===== config.mk =====
export PLATFORM = sky130hd
export DESIGN_NAME = cache_refill_unit
export DESIGN_NICKNAME = d
export VERILOG_FILES = /design/src/rtl/cache_refill_unit.sv
export SDC_FILE = /design/constraint.sdc
export NUM_CORES = 1
export LEC_CHECK = 0
export BUFFER_PORTS_ARGS = -buffer_cell sky130_fd_sc_hd__buf_2
export CORE_MARGIN = 8
export CORE_UTILIZATION = 59
export CTS_CLUSTER_SIZE = 8
export DETAILED_ROUTE_END_ITERATION = 10
export HOLD_SLACK_MARGIN = 0.08
export PLACE_DENSITY = 0.91
export SYNTH_ARGS = -nofsm -noshare
export SYNTH_HDL_FRONTEND = slang
export SYNTH_SLANG_ARGS = --single-unit

===== constraint.sdc =====
create_clock -name clk -period 4.78 [get_ports clk]
set_input_delay 0.956 -clock clk [delete_from_list [all_inputs] [get_ports clk]]
set_output_delay 0.956 -clock clk [all_outputs]
set_load 0.005 [all_outputs]

===== src/rtl/cache_refill_unit.sv =====
// Line-refill and write-through drain engine for a 4-way L1 data cache with 16-byte lines.
// Buffered stores are retired to memory before a refill read, so each fill reflects every earlier store.
module cache_refill_unit #(
    parameter int WB_DEPTH = 4
) (
    input  logic         clk,
    input  logic         rstn,
    input  logic         miss_valid,
    input  logic [31:0]  miss_addr,
    output logic         miss_ready,
    output logic         fill_valid,
    output logic [31:0]  fill_addr,
    output logic [127:0] fill_data,
    input  logic         wt_valid,
    input  logic [31:0]  wt_addr,
    input  logic [31:0]  wt_data,
    input  logic         wt_size,
    output logic         wt_ready,
    output logic         mem_req_valid,
    input  logic         mem_req_ready,
    output logic         mem_req_we,
    output logic [31:0]  mem_req_addr,
    output logic [31:0]  mem_req_wdata,
    output logic [3:0]   mem_req_wstrb,
    input  logic         mem_rsp_valid,
    input  logic [31:0]  mem_rsp_data,
    output logic         busy
);

    localparam int PW = $clog2(WB_DEPTH);
    localparam int CW = $clog2(WB_DEPTH + 1);
    localparam logic [CW-1:0] DEPTH_C = CW'(WB_DEPTH);

    typedef enum logic [2:0] {
        S_IDLE,
        S_DRAIN,
        S_REQ,
        S_WAIT,
        S_FILL
    } state_t;

    state_t r_state;
    state_t w_state_next;

    logic [31:0]   r_wb_addr [WB_DEPTH];
    logic [31:0]   r_wb_data [WB_DEPTH];
    logic [3:0]    r_wb_strb [WB_DEPTH];
    logic [PW-1:0] r_wr_ptr;
    logic [PW-1:0] r_rd_ptr;
    logic [CW-1:0] r_count;
    logic [CW-1:0] w_count_next;

    logic [27:0]   r_line;
    logic [1:0]    r_beat;
    logic [31:0]   r_beat_data [3];
    logic [31:0]   r_fill_addr;
    logic [127:0]  r_fill_data;

    logic          w_push;
    logic          w_pop;
    logic          w_drain_req;
    logic          w_rsp;
    logic          w_miss_acc;
    logic [31:0]   w_wb_addr_in;
    logic [31:0]   w_wb_data_in;
    logic [3:0]    w_wb_strb_in;
    logic          w_unused;

    assign w_unused = ^miss_addr[3:0];

    assign miss_ready  = (r_state == S_IDLE);
    assign wt_ready    = (r_state == S_IDLE) && (r_count < DEPTH_C);
    assign busy        = (r_state != S_IDLE) || (r_count != '0);
    assign fill_valid  = (r_state == S_FILL);
    assign fill_addr   = r_fill_addr;
    assign fill_data   = r_fill_data;

    assign w_push      = wt_valid && wt_ready;
    assign w_drain_req = ((r_state == S_IDLE) || (r_state == S_DRAIN)) && (r_count != '0);
    assign w_pop       = w_drain_req && mem_req_ready;
    assign w_miss_acc  = miss_valid && miss_ready;
    assign w_rsp       = (r_state == S_WAIT) && mem_rsp_valid;
    assign w_count_next = r_count + CW'(w_push) - CW'(w_pop);

    // Byte stores replicate the byte on all lanes; the strobe selects the lane.
    assign w_wb_addr_in = {wt_addr[31:2], 2'b00};
    assign w_wb_data_in = wt_size ? wt_data : {4{wt_data[7:0]}};
    assign w_wb_strb_in = wt_size ? 4'b1111 : (4'b0001 << wt_addr[1:0]);

    always_comb begin
        w_state_next  = r_state;
        mem_req_valid = 1'b0;
        mem_req_we    = 1'b0;
        mem_req_addr  = '0;
        mem_req_wdata = '0;
        mem_req_wstrb = '0;

        if (w_drain_req) begin
            mem_req_valid = 1'b1;
            mem_req_we    = 1'b1;
            mem_req_addr  = r_wb_addr[r_rd_ptr];
            mem_req_wdata = r_wb_data[r_rd_ptr];
            mem_req_wstrb = r_wb_strb[r_rd_ptr];
        end else if (r_state == S_REQ) begin
            mem_req_valid = 1'b1;
            mem_req_addr  = {r_line, r_beat, 2'b00};
        end

        case (r_state)
            S_IDLE: begin
                // Drain decision uses the count after this cycle's push/pop.
                if (miss_valid) begin
                    w_state_next = (w_count_next != '0) ? S_DRAIN : S_REQ;
                end
            end
            S_DRAIN: begin
                if (w_count_next == '0) begin
                    w_state_next = S_REQ;
                end
            end
            S_REQ: begin
                if (mem_req_ready) begin
                    w_state_next = S_WAIT;
                end
            end
            S_WAIT: begin
                if (mem_rsp_valid) begin
                    w_state_next = (r_beat == 2'd3) ? S_FILL : S_REQ;
                end
            end
            S_FILL:  w_state_next = S_IDLE;
            default: w_state_next = S_IDLE;
        endcase
    end

    always_ff @(posedge clk or negedge rstn) begin
        if (!rstn) begin
            r_state     <= S_IDLE;
            r_wr_ptr    <= '0;
            r_rd_ptr    <= '0;
            r_count     <= '0;
            r_line      <= '0;
            r_beat      <= '0;
            r_fill_addr <= '0;
            r_fill_data <= '0;
        end else begin
            r_state <= w_state_next;
            r_count <= w_count_next;
            if (w_push) begin
                r_wr_ptr <= r_wr_ptr + PW'(1);
            end
            if (w_pop) begin
                r_rd_ptr <= r_rd_ptr + PW'(1);
            end
            if (w_miss_acc) begin
                r_line <= miss_addr[31:4];
                r_beat <= '0;
            end
            if (w_rsp) begin
                if (r_beat == 2'd3) begin
                    r_fill_addr <= {r_line, 4'b0000};
                    r_fill_data <= {mem_rsp_data, r_beat_data[2], r_beat_data[1], r_beat_data[0]};
                end else begin
                    r_beat <= r_beat + 2'd1;
                end
            end
        end
    end

    always_ff @(posedge clk) begin
        if (w_push) begin
            r_wb_addr[r_wr_ptr] <= w_wb_addr_in;
            r_wb_data[r_wr_ptr] <= w_wb_data_in;
            r_wb_strb[r_wr_ptr] <= w_wb_strb_in;
        end
        if (w_rsp) begin
            case (r_beat)
                2'd0:    r_beat_data[0] <= mem_rsp_data;
                2'd1:    r_beat_data[1] <= mem_rsp_data;
                2'd2:    r_beat_data[2] <= mem_rsp_data;
                default: ;
            endcase
        end
    end

endmodule

Yosys cells after proc, flatten, opt, wreduce, memory -nomap -nowiden
Memories as Yosys holds them, arrays and structs flattened. A register that Yosys moved wholly into a read port is not among the register bits.
Cells that the tools add are included.
{"block": "totals", "regBits": 196, "ramBits": 360, "input_bits": 135, "out_inout_bits": 234, "mem_count": 4}
{"name": "r_wb_data", "depth": 4, "word_bits": 32, "read_ports": 1, "rd_clocked_by_memory_dff": 0, "write_ports": 1, "line_no": "46", "source": "logic [31:0] r_wb_data [WB_DEPTH];"}
{"name": "r_wb_addr", "depth": 4, "word_bits": 30, "read_ports": 1, "rd_clocked_by_memory_dff": 0, "write_ports": 1, "line_no": "45", "source": "logic [31:0] r_wb_addr [WB_DEPTH];"}
{"name": "r_beat_data", "depth": 3, "word_bits": 32, "read_ports": 3, "rd_clocked_by_memory_dff": 3, "write_ports": 1, "line_no": "55", "source": "logic [31:0] r_beat_data [3];"}
{"name": "r_wb_strb", "depth": 4, "word_bits": 4, "read_ports": 1, "rd_clocked_by_memory_dff": 0, "write_ports": 1, "line_no": "47", "source": "logic [3:0] r_wb_strb [WB_DEPTH];"}
{"block": "op_classes", "add_sub_neg": 5, "order_cmp": 1, "eq_ne": 11, "n_shift": 1, "mux": 36, "reduce_logical": 21}
{"op": "$mux W32", "count": 6}
{"op": "$reduce_or A32 Y1", "count": 2}
{"op": "$mux W1", "count": 16}
{"op": "$mux W3", "count": 5}
{"op": "$mux W2", "count": 6}
{"op": "$pmux W3 S4", "count": 1}
{"op": "$reduce_bool A3 Y1", "count": 3}
{"op": "$mux W4", "count": 2}
{"op": "$add A2 B1 Y2 const B", "count": 3}
{"op": "$eq A3 B2 Y1 const B", "count": 2}
{"op": "$logic_and A1 B1 Y1", "count": 6}
{"op": "$logic_not A3 Y1", "count": 2}
{"op": "$ne A2 B2 Y1 const B", "count": 3}
{"op": "$eq A2 B2 Y1 const B", "count": 2}
{"op": "$reduce_and A4 Y1", "count": 1}
{"op": "$shl A1 B2 Y4 const A", "count": 1}
{"op": "$add A3 B1 Y3", "count": 1}
{"op": "$eq A3 B1 Y1 const B", "count": 1}
{"op": "$eq A3 B3 Y1 const B", "count": 1}
{"op": "$logic_not A1 Y1", "count": 3}
{"op": "$lt A3 B3 Y1 const B", "count": 1}
{"op": "$sub A3 B1 Y3", "count": 1}
{"op": "$eq A2 B1 Y1 const B", "count": 1}
{"op": "$logic_not A2 Y1", "count": 1}
{"op": "3 further kinds", "count": 4}

Depth between registers and ports, before layout
Gate-level depths: netlist (run 1).
{"block": "logic_depth", "word_depth": 9, "mapped_depth": 11, "depth_no_buf": 10}

Least setup slack after synthesis (run 1)
Ideal clock, no wire load.
{"block": "synth_path", "path_type": "input to register", "start": "in wt_valid", "end": "mem r_wb_addr[0][0] (netlist bit) (enable)", "setup_ps": 432, "t_arrival_ps": 2546, "required_time_ps": 4348, "setup_slack_ps": 1803, "stages": 1, "cell_sequence": "and3_1"}
{"block": "synth_between", "elab_chain_cells": 3}
{"item": "start: declaration", "line_no": "14", "source": "input logic wt_valid,"}
{"item": "$logic_and A1 B1 Y1", "line_no": "78", "source": "assign w_push = wt_valid && wt_ready;"}
{"item": "$mux W1", "line_no": "171", "source": "if (w_push) begin"}
{"item": "$mux W1 (implied by the code)", "line_no": "172", "source": "r_wb_addr[r_wr_ptr] <= w_wb_addr_in;"}
{"item": "end: declaration", "line_no": "45"}
Every way passes these cells.

Final worst setup path (run 1)
{"block": "layout_path", "start": "reg r_rd_ptr[0]", "end": "out mem_req_wdata[27]"}
{"block": "layout_between", "elab_chain_cells": 2}
{"item": "start: declaration", "line_no": "49", "source": "logic [PW-1:0] r_rd_ptr;"}
{"item": "start signal: assignment", "line_no": "153", "source": "r_rd_ptr <= r_rd_ptr + PW'(1);"}
{"item": "$mem_v2 Z4 W32"}
{"item": "$mux W32", "line_no": "98", "source": "if (w_drain_req) begin"}
{"item": "end: declaration", "line_no": "23", "source": "output logic [31:0] mem_req_wdata,"}
Every way passes these cells.

==> results of run 1 <==
[cells by family (layout without fill, tap and decap cells)]
logic type | count (synthesis) | in the layout
flip-flops | 556 | 556
multiplexers | 251 | 251
AND/OR/NAND/NOR | 123 | 123
buffers and inverters | 70 | 532
AO/OA/AOI/OAI | 40 | 40
adder cells (fa/ha/maj) | 11 | 11
XOR/XNOR | 4 | 4
other | 1 | 15
[synthesized netlist by cell type (2+ instances only)]
| cell type | n | area (sq um) |
|---|---|---|
| mux2_1 | 29 | 326.6 |
| mux2_2 | 56 | 630.6 |
| a22o_1 | 30 | 262.8 |
| mux4_2 | 66 | 1486 |
| or3_1 | 2 | 12.51 |
| edfxtp_1 | 360 | 10810 |
| buf_12 | 10 | 200.2 |
| and3_1 | 41 | 256.5 |
| buf_6 | 7 | 78.83 |
| buf_2 | 12 | 60.06 |
| ha_1 | 10 | 125.1 |
| mux2_4 | 100 | 1501 |
| buf_4 | 8 | 60.06 |
| dfrtp_1 | 196 | 4905 |
| inv_1 | 9 | 33.78 |
| clkbuf_1 | 21 | 78.83 |
| a21o_1 | 2 | 15.01 |
| nor2_1 | 4 | 15.01 |
| and2_1 | 4 | 25.02 |
| xor2_1 | 2 | 17.52 |
| nand2_1 | 51 | 191.4 |
| buf_1 | 2 | 7.510 |
| nand2b_1 | 9 | 56.30 |
| o21bai_1 | 2 | 15.01 |
| nand3_1 | 2 | 10.01 |
| nor3_1 | 2 | 10.01 |
[worst paths after layout]
path	startpoint	end	slack (ps)	depth (start not counted)
worst max-delay path	r_rd_ptr[0]	mem_req_wdata[27]	970	4
worst min-delay path	rstn	fill_data[24]	470	1
worst max register to register	r_count[1]	r_state[1]	1810	10
worst min register to register	r_beat_data[2][0]	fill_data[64]	470	1
max in group asynchronous	rstn	fill_data[34]	3300	2
min in group clk	r_beat_data[2][0]	fill_data[64]	470	1
[flip-flops by register name, indices dropped and copies added, names as in the netlist]
signal / count
r_beat_data: 96
r_wr_ptr: 2
fill_data: 128
fill_addr: 28
r_wb_strb: 16
r_wb_addr: 120
r_state: 3
r_rd_ptr: 2
r_line: 28
r_wb_data: 128
r_count: 3
r_beat: 2
[per-layer routing]
layer	GRT usage	vias to the layer above	wire length, um
met1	0.2947	5955	19100
met4	0.1139	2	1994
met2	0.4069	723	26320
met5	0	-	13
met3	0.07100	125	5199
li1	-	4895	-
[cell type report]
type	instances	area, sq um	area share
antenna	9	22.52	0.0008715
multi-input combinational	435	5206	0.2015
inverter	9	33.78	0.001307
timing repair buffer	377	1968	0.07616
clock buffer	139	2223	0.08604
sequential	556	15720	0.6083
tap	461	576.8	0.02232
clock inverter	7	91.34	0.003534
[power breakdown]
| group | switching, mW | internal [mW] |
|---|---|---|
| Combinational | 2.07 | 2.40 |
| Sequential | 0.763 | 6.17 |
| Clock | 2.00 | 3.14 |
[metrics by stage]
step	cells	hold slack (ps)	util
after global placement	1838	442.4	0.6592
after CTS	1984	474.2	0.7241
final	1993	465.0	0.7248
after detailed placement	1838	461.3	0.6592
after global routing	1990	476.5	0.7246
after floorplan	1061	439.0	-
==> metrics.txt, run 1 <==
Filler cells 1940; post-synthesis mux area share 0.1844; Hold Crit Class primary input to async pin; max frequency 262.2 MHz; starting density of the core 0.6001; number of max-cap violations 0; vias 11700; drt initial violations 992; Ports 369; nets 1604; gpl congestion 0.8105; crit path buf inv count 2; TritonRoute pass-1 iters 5; endpoints failing setup 0; # Post-CTS Setup Buffers 0; maximum VDD drop 0.4374 mV; die width 206.4 um; core area 0.03566 sq mm; Total GRT Usage 0.2451; Top Family by Delay on Critical Path flip-flops; ratio of cells with drive above 1 in the final layout 0.4596; fin crit share 0.7980; total power 16.55 mW; initial antenna violation count 10; most common cell after layout, fill and taps aside edfxtp_1; fin area 0.02584 sq mm; Die Y 206.4 um; xor-xnor portion of the synthesized cell area 0.002339; Post-DRT Antenna Nets 0; Distinct cells, synth 45; Via-to-Cell Ratio 5.871; Setup CP Type flip-flop to output pin; Critical Path End Type output pin; number of CTS-inserted buffers 79; IO buf count 358; asr flop ratio synth 0.3525; post-cts resize count 0; minimum clock period 3814 ps; largest net degree at the start of global routing 141; CP Data Arrival Time 2860 ps; Clock Path Buffers 3; total gr overflow 0; DP HPWL 31.44 mm; CTS tree yes; clock-pin slew on the worst setup and hold paths 50 ps; # hold bufs at CTS 0; yosys warns 0; commonest cells after routing, fill and taps aside 360 x edfxtp_1, 357 x buf_2, 194 x dfrtp_1; clk_skew 14.27 ps; Area growth syn-to-layout 20.78%; post-place setup slack 1550 ps; Die ar. 0.04262 sq mm; post-synthesis adder-cell area fraction 0.006783; Syn Area/Cell 20.26 sq um; PnR worst setup slack 965.6 ps; routed wire length 52.62 mm; max_slew headroom 0.2799; slowest stage delay, CP 860 ps; drc violations 0; first-pass GRT wire length 77.42 mm; leakage power total 10.78 nW; Worst-Margin Slew 1080 ps; Post-Syn Instances 1056; Rows 69; clock latency on the worst-skew pair 600 ps; crit path launch type flip-flop; Seq cells post-synth 556; crit-path max FO 35; Post-Synth Simple-Gate Area 0.03111; CP required 3820 ps; Post-DP Area 0.02351 sq mm; RSZ-0062 raised after global routing false; Max H-tree Level 3; Setup TNS Final 0 ps; critical-path cell with the highest stage delay dfrtp_4; Post-Syn Area 0.02140 sq mm; compound-gate portion of the synthesized area 0.01579; Power Dens Cells 640.5 mW/mm^2; Slew Viols, Final 0; status completed; main flop type after synthesis edfxtp_1; largest family of logic cells by synthesized area multiplexers; Critical Path, Cell by Cell buf_4 -> mux4_2 -> and3_1 -> buf_2; number of synthesized flops with an enable pin 360; CTS Sinks 556; sequential fraction of the synthesis area 0.7345; Hold Fails Final Rpt 0; CTS root buffer clkbuf_16; vias in the first global route 12566; wire length per cell 26.40 um
Power figures use the tool's default switching activity.
==> run 2, diff against run 1 <==
Settings changed: ABC_AREA set to 1, CORE_UTILIZATION 59 to 50, PLACE_DENSITY 0.91 to 0.83.
Clock period 4.78 ns to 3.2 ns, I/O delays scaled along.
==> run 2 against run 1 <==
Flip-flop and latch count did not move; count of clock-buffer cells in the layout fell by 16; critical path depth rose by 3; global-route usage fell by 2.2 points.
==> metrics.txt, run 2 <==
maximum VDD drop 0.4984 mV; Post-Syn Area 0.02117 sq mm; Sw Pwr 8.624 mW; Post-Synth Simple-Gate Area 0.1409; Hold Crit Class primary input to flip-flop; leakage power total 11.57 nW; number of max-cap violations 0; CP Data Arrival Time 2440 ps; CP required 2560 ps; Critical Path End Type output pin; IO buf count 358; Seq cells post-synth 556; crit path buf inv count 3; wire length per cell 20.52 um; CTS Sinks 556; Clk pwr share 0.307; Critical Path, Cell by Cell inv_6 -> buf_4 -> o21ai_0 -> o22ai_1 -> nand2_1 -> o21ai_1 -> buf_2; Post-DRT Antenna Nets 0; CTS root buffer clkbuf_16; starting density of the core 0.5057; crit-path max FO 33; clk_skew 39.81 ps; clock-pin slew on the worst setup and hold paths 50 ps; share of power burned in registers 0.397; post-synth top area share 0.5108; commonest cells in the netlist 517 x nand2_1, 360 x edfxtp_1, 244 x nor2_1, 196 x dfrtp_1, 179 x o21ai_0; Syn Area/Cell 11.69 sq um; routed wire length 57.19 mm; Clock Path Buffers 3; WHS 262.3 ps; fin crit share 0.9626; main flop type after synthesis edfxtp_1; RSZ-0062 raised after global routing false; vias in the first global route 15428; initial antenna violation count 12; top-count cell post-synth nand2_1; max frequency 324.6 MHz; Synth area leaders edfxtp_1 51%, dfrtp_1 23%, nand2_1 9.2%; total power 25.33 mW; most common cell after layout, fill and taps aside nand2_1; asr flop ratio synth 0.3525; slowest stage delay, CP 530 ps; die width 221.7 um; DP HPWL 35.36 mm; sequential fraction of the synthesis area 0.7425; endpoints failing setup 0; post-place setup slack 370.0 ps; yosys warns 0; first-pass GRT wire length 86.17 mm; status completed; core area 0.04185 sq mm; Power Dens Cells 975.9 mW/mm^2; vias 15158; Yosys top cell by area edfxtp_1; combinational share of power 0.295; Die Y 221.7 um; Ports 369; minimum clock period 3080 ps; TritonRoute pass-1 iters 5; nets 2334; drc violations 0; Total GRT Usage 0.2235; Top Family by Delay on Critical Path buffers and inverters; ratio of cells with drive above 1 in the final layout 0.2252; largest family of logic cells by synthesized area simple AND/OR/NAND/NOR gates; Die ar. 0.04917 sq mm; commonest cells after routing, fill and taps aside 516 x nand2_1, 360 x edfxtp_1, 357 x buf_2; number of synthesized flops with an enable pin 360; post-synthesis mux area share 0; PnR worst setup slack 119.7 ps; Via-to-Cell Ratio 5.439; drt initial violations 1629; Distinct cells, synth 29; largest net degree at the start of global routing 185; Area growth syn-to-layout 22.62%; Sw Ratio 0.3405; clock latency on the worst-skew pair 600 ps; Setup CP Type flip-flop to output pin; Hold Fails Final Rpt 0; Rows 75; Post-Syn Instances 1811; Worst-Margin Slew 768.5 ps; number of CTS-inserted buffers 80; critical-path cell with the highest stage delay dfrtp_4; total gr overflow 0; gpl congestion 0.8878; CTS tree yes; # Post-CTS Setup Buffers 0; Slew Viols, Final 0; xor-xnor portion of the synthesized cell area 0.001241; internal power 16.70 mW; post-synthesis adder-cell area fraction 0.006857; max_slew headroom 0.4877; Max H-tree Level 3; crit path launch type flip-flop; compound-gate portion of the synthesized area 0.07106
-- run 2: kinds of logic (layout without fill, tap and decap cells) --
family                   count (synthesis)  in the layout
AND/OR/NAND/NOR                        782            782
flip-flops                             556            556
AO/OA/AOI/OAI                          293            293
buffers and inverters                  165            587
adder cells (fa/ha/maj)                 11             11
XOR/XNOR                                 3              3
other                                    1             16
-- run 2: power by group through the flow --
stage          clock network [mW]  logic (mW)  registers (mW)
2_1_floorplan                   0        3.72            10.1
3_3_place_gp                    0        7.03            10.0
3_5_place_dp                    0        7.27            10.1
4_1_cts                      7.90        7.42            10.0
5_1_grt                      8.22        8.27            10.2
6_report                     7.78        7.48            10.1
-- run 2: worst reg2reg max path: stages (launching register included) --
cell and delay, ps:
dfrtp_1 440, nor2_2 190, inv_2 80, nor3_2 180, nand2_2 90, ha_1 290, inv_1 60, ha_1 140
inv_1 50, fa_1 510, inv_1 50, nor2_1 140, nand3_1 140, a21oi_1 180, nand2_1 70, nand2_1 60
-- run 2: final timing paths --
path | start | end | slack (ps) | cells past startpoint
max | r_rd_ptr[0] | mem_req_addr[24] | 120 | 7
min | wt_addr[19] | r_wb_addr[3][17] | 260 | 1
max reg2reg | r_state[1] | r_state[1] | 460 | 15
min reg2reg | r_beat_data[0][17] | fill_data[17] | 420 | 2
max in group asynchronous | rstn | r_line[6] | 1740 | 3
min in group asynchronous | rstn | fill_data[71] | 610 | 2
-- run 2: final cells by class --
class / count / area [sq um]
Antenna cell: 10 / 25.02
Clock buffer: 123 / 2185
Clock inverter: 9 / 157.7
Fill cell: 2995 / 15900
Inverter: 62 / 241.5
Multi-Input combinational cell: 1095 / 4760
Sequential cell: 556 / 15720
Tap cell: 539 / 674.4
Timing Repair Buffer: 393 / 2190
-- run 2: metal layers --
layer | global-route usage | vias up | wire (um)
met1 | 0.2683 | 7302 | 21610
met5 | 0 | - | 34
met4 | 0.1048 | 6 | 2096
li1 | - | 6832 | -
met3 | 0.06243 | 146 | 5445
met2 | 0.3719 | 872 | 28000
-- run 2: repair_timing --
| action | in CTS | in global routing |
|---|---|---|
| setup endpoints to repair | 1 | 59 |
| resized for setup | 1 | 9 |
| hold endpoints to repair | 64 | 0 |
| gates cloned | 0 | 1 |
| hold buffers | 1 | 0 |
-- run 2: per-stage QoR --
stage               TNS (ps)  std cells  area (sq um)  utilization
floorplan             -35450       1816         21190            -
global placement           0       2643         23520       0.5619
finish                     0       2787         25950       0.6201
CTS                        0       2776         25870       0.6182
global route               0       2784         25940       0.6199
detailed placement         0       2643         23520       0.5619
==> run 3, diff against run 2 <==
Settings changed: GPL_TIMING_DRIVEN set to 0.
==> run 3 against run 2 <==
Core utilization is 0.88 points higher; routed wire length rose by 8.4%; largest power group unchanged; worst setup slack got worse by 58 ps; sequential power about the same; combinational power rose by 5.1%; critical path type unchanged; flip-flop and latch count unchanged; clock skew shrank 29 ps; maximum frequency down 1.8%; critical path depth rose by 2; count of clock-buffer cells in the layout rose by 8; worst hold slack gained 13 ps; cell count up 2.9%.
==> metrics.txt, run 3 (synthesis gave the netlist of run 2 again) <==
status completed; core area 0.04185 sq mm; number of CTS-inserted buffers 79; minimum clock period 3138 ps; most common cell after layout, fill and taps aside nand2_1; IO buf count 357; CTS tree yes; drt initial violations 1900; maximum VDD drop 0.5790 mV; CP Data Arrival Time 2500 ps; crit path launch type flip-flop; Area growth syn-to-layout 24.35%; ratio of cells with drive above 1 in the final layout 0.2366; Critical Path End Type output pin; Hold Crit Class primary input to flip-flop; CP required 2560 ps; leakage power total 11.77 nW; max_slew headroom 0.4686; die width 221.7 um; largest net degree at the start of global routing 126; Post-DP Area 0.02396 sq mm; RSZ-0062 raised after global routing true; Ports 369; vias in the first global route 16169; CTS root buffer clkbuf_16; dpl cells 2724; commonest cells after routing, fill and taps aside 517 x nand2_1, 390 x buf_2, 360 x edfxtp_1; Worst-Margin Slew 795.3 ps; clock-pin slew on the worst setup and hold paths 50 ps; clk_skew 10.73 ps; starting density of the core 0.5057; total gr overflow 0; total power 25.51 mW; Top Family by Delay on Critical Path buffers and inverters; drc violations 0; first-pass GRT wire length 93.65 mm; Setup TNS Final 0 ps; routed wire length 61.98 mm; Die ar. 0.04917 sq mm; wire length per cell 21.62 um; number of max-cap violations 0; crit-path max FO 10; TritonRoute pass-1 iters 5; slowest stage delay, CP 360 ps; Hold Fails Final Rpt 0; fin cells 2867; Post-DRT Antenna Nets 0; Critical Path, Cell by Cell buf_2 -> inv_2 -> buf_4 -> clkbuf_4 -> o21ai_0 -> o22ai_1 -> nand2_1 -> o21ai_0 -> buf_2; endpoints failing setup 0; crit path buf inv count 5; Via-to-Cell Ratio 5.551; Slew Viols, Final 0; fin area 0.02632 sq mm; clock latency on the worst-skew pair 580 ps; DP HPWL 42.25 mm; vias 15914; Rows 75; gpl congestion 0.9262; Setup CP Type flip-flop to output pin; initial antenna violation count 13; Clock Path Buffers 3; Power Dens Cells 969.1 mW/mm^2; fin crit share 0.9807; Max H-tree Level 3; nets 2413; Die Y 221.7 um; Total GRT Usage 0.2451; CTS Sinks 556; max frequency 318.6 MHz; critical-path cell with the highest stage delay dfrtp_1
-- run 3: cell types whose count changed in the layout (fill, tap and decap cells not counted), sizes merged --
cell | before | now
buf | 390 | 429
clkinv | 5 | 2
bufinv | 1 | 0
clkbuf | 125 | 174
inv | 65 | 63
diode | 10 | 8
-- run 3: final timing paths --
kind                                     to  depth (start not counted)          startpoint  slack, ps
hold / removal              r_wb_addr[3][3]                          1          wt_addr[5]        270
min in group asynchronous      fill_data[5]                          2                rstn        620
setup / recovery           mem_req_addr[19]                          9         r_rd_ptr[0]         60
hold reg to reg               fill_data[26]                          2  r_beat_data[0][26]        440
setup reg to reg                 r_state[1]                         15          r_state[1]        210
max in group asynchronous     fill_data[57]                          3                rstn       1520
-- run 3: worst register-to-register path, delay by kind of cell, from the launching register on --
kind	cells	cell delay, ps
simple gates	7	1150
fa+ha+maj	3	930
flops	1	430
buf+inv	4	240
compound gates	1	180
-- run 3: metrics by stage --
step           hold WS (ps)    util  setup slack [ps]
2_1_floorplan         344.4       -            -134.3
5_1_grt               253.0  0.6288            -32.67
3_5_place_dp          425.4  0.5726             17.84
4_1_cts               238.2  0.6276             11.12
6_report              274.9  0.6288             61.68
3_3_place_gp          422.5  0.5652             -1716
-- run 3: where the power goes --
| group | leakage [nW] | internal, mW | switching (mW) |
|---|---|---|---|
| clock network | 1.08 | 4.69 | 2.92 |
| registers | 5.82 | 9.24 | 0.799 |
| logic | 4.86 | 2.79 | 5.07 |
-- run 3: metal layers --
metal	GRT usage	part of all wire
met1	0.2994	0.37
met2	0.4083	0.49
met3	0.05938	0.098
met4	0.1161	0.044
met5	0	0.00090
-- run 3: area by class of cell --
class / count / area, sq um
Antenna cell: 8 / 20.02
Sequential cell: 556 / 15720
Clock inverter: 3 / 41.29
Clock buffer: 131 / 2225
Multi-Input combinational cell: 1095 / 4748
Fill cell: 2997 / 15530
Tap cell: 539 / 674.4
Buffer: 102 / 593.1
Timing Repair Buffer: 371 / 2069
Inverter: 62 / 232.7
-- run 3: timing repair --
item / in CTS / in global routing
setup buffers: 0 / 1
hold endpoints to repair: 71 / 0
endpoints found under the setup margin: 27 / 31
gates resized for setup: 13 / 23
hold buffers: 1 / 0
pin swaps: 0 / 2
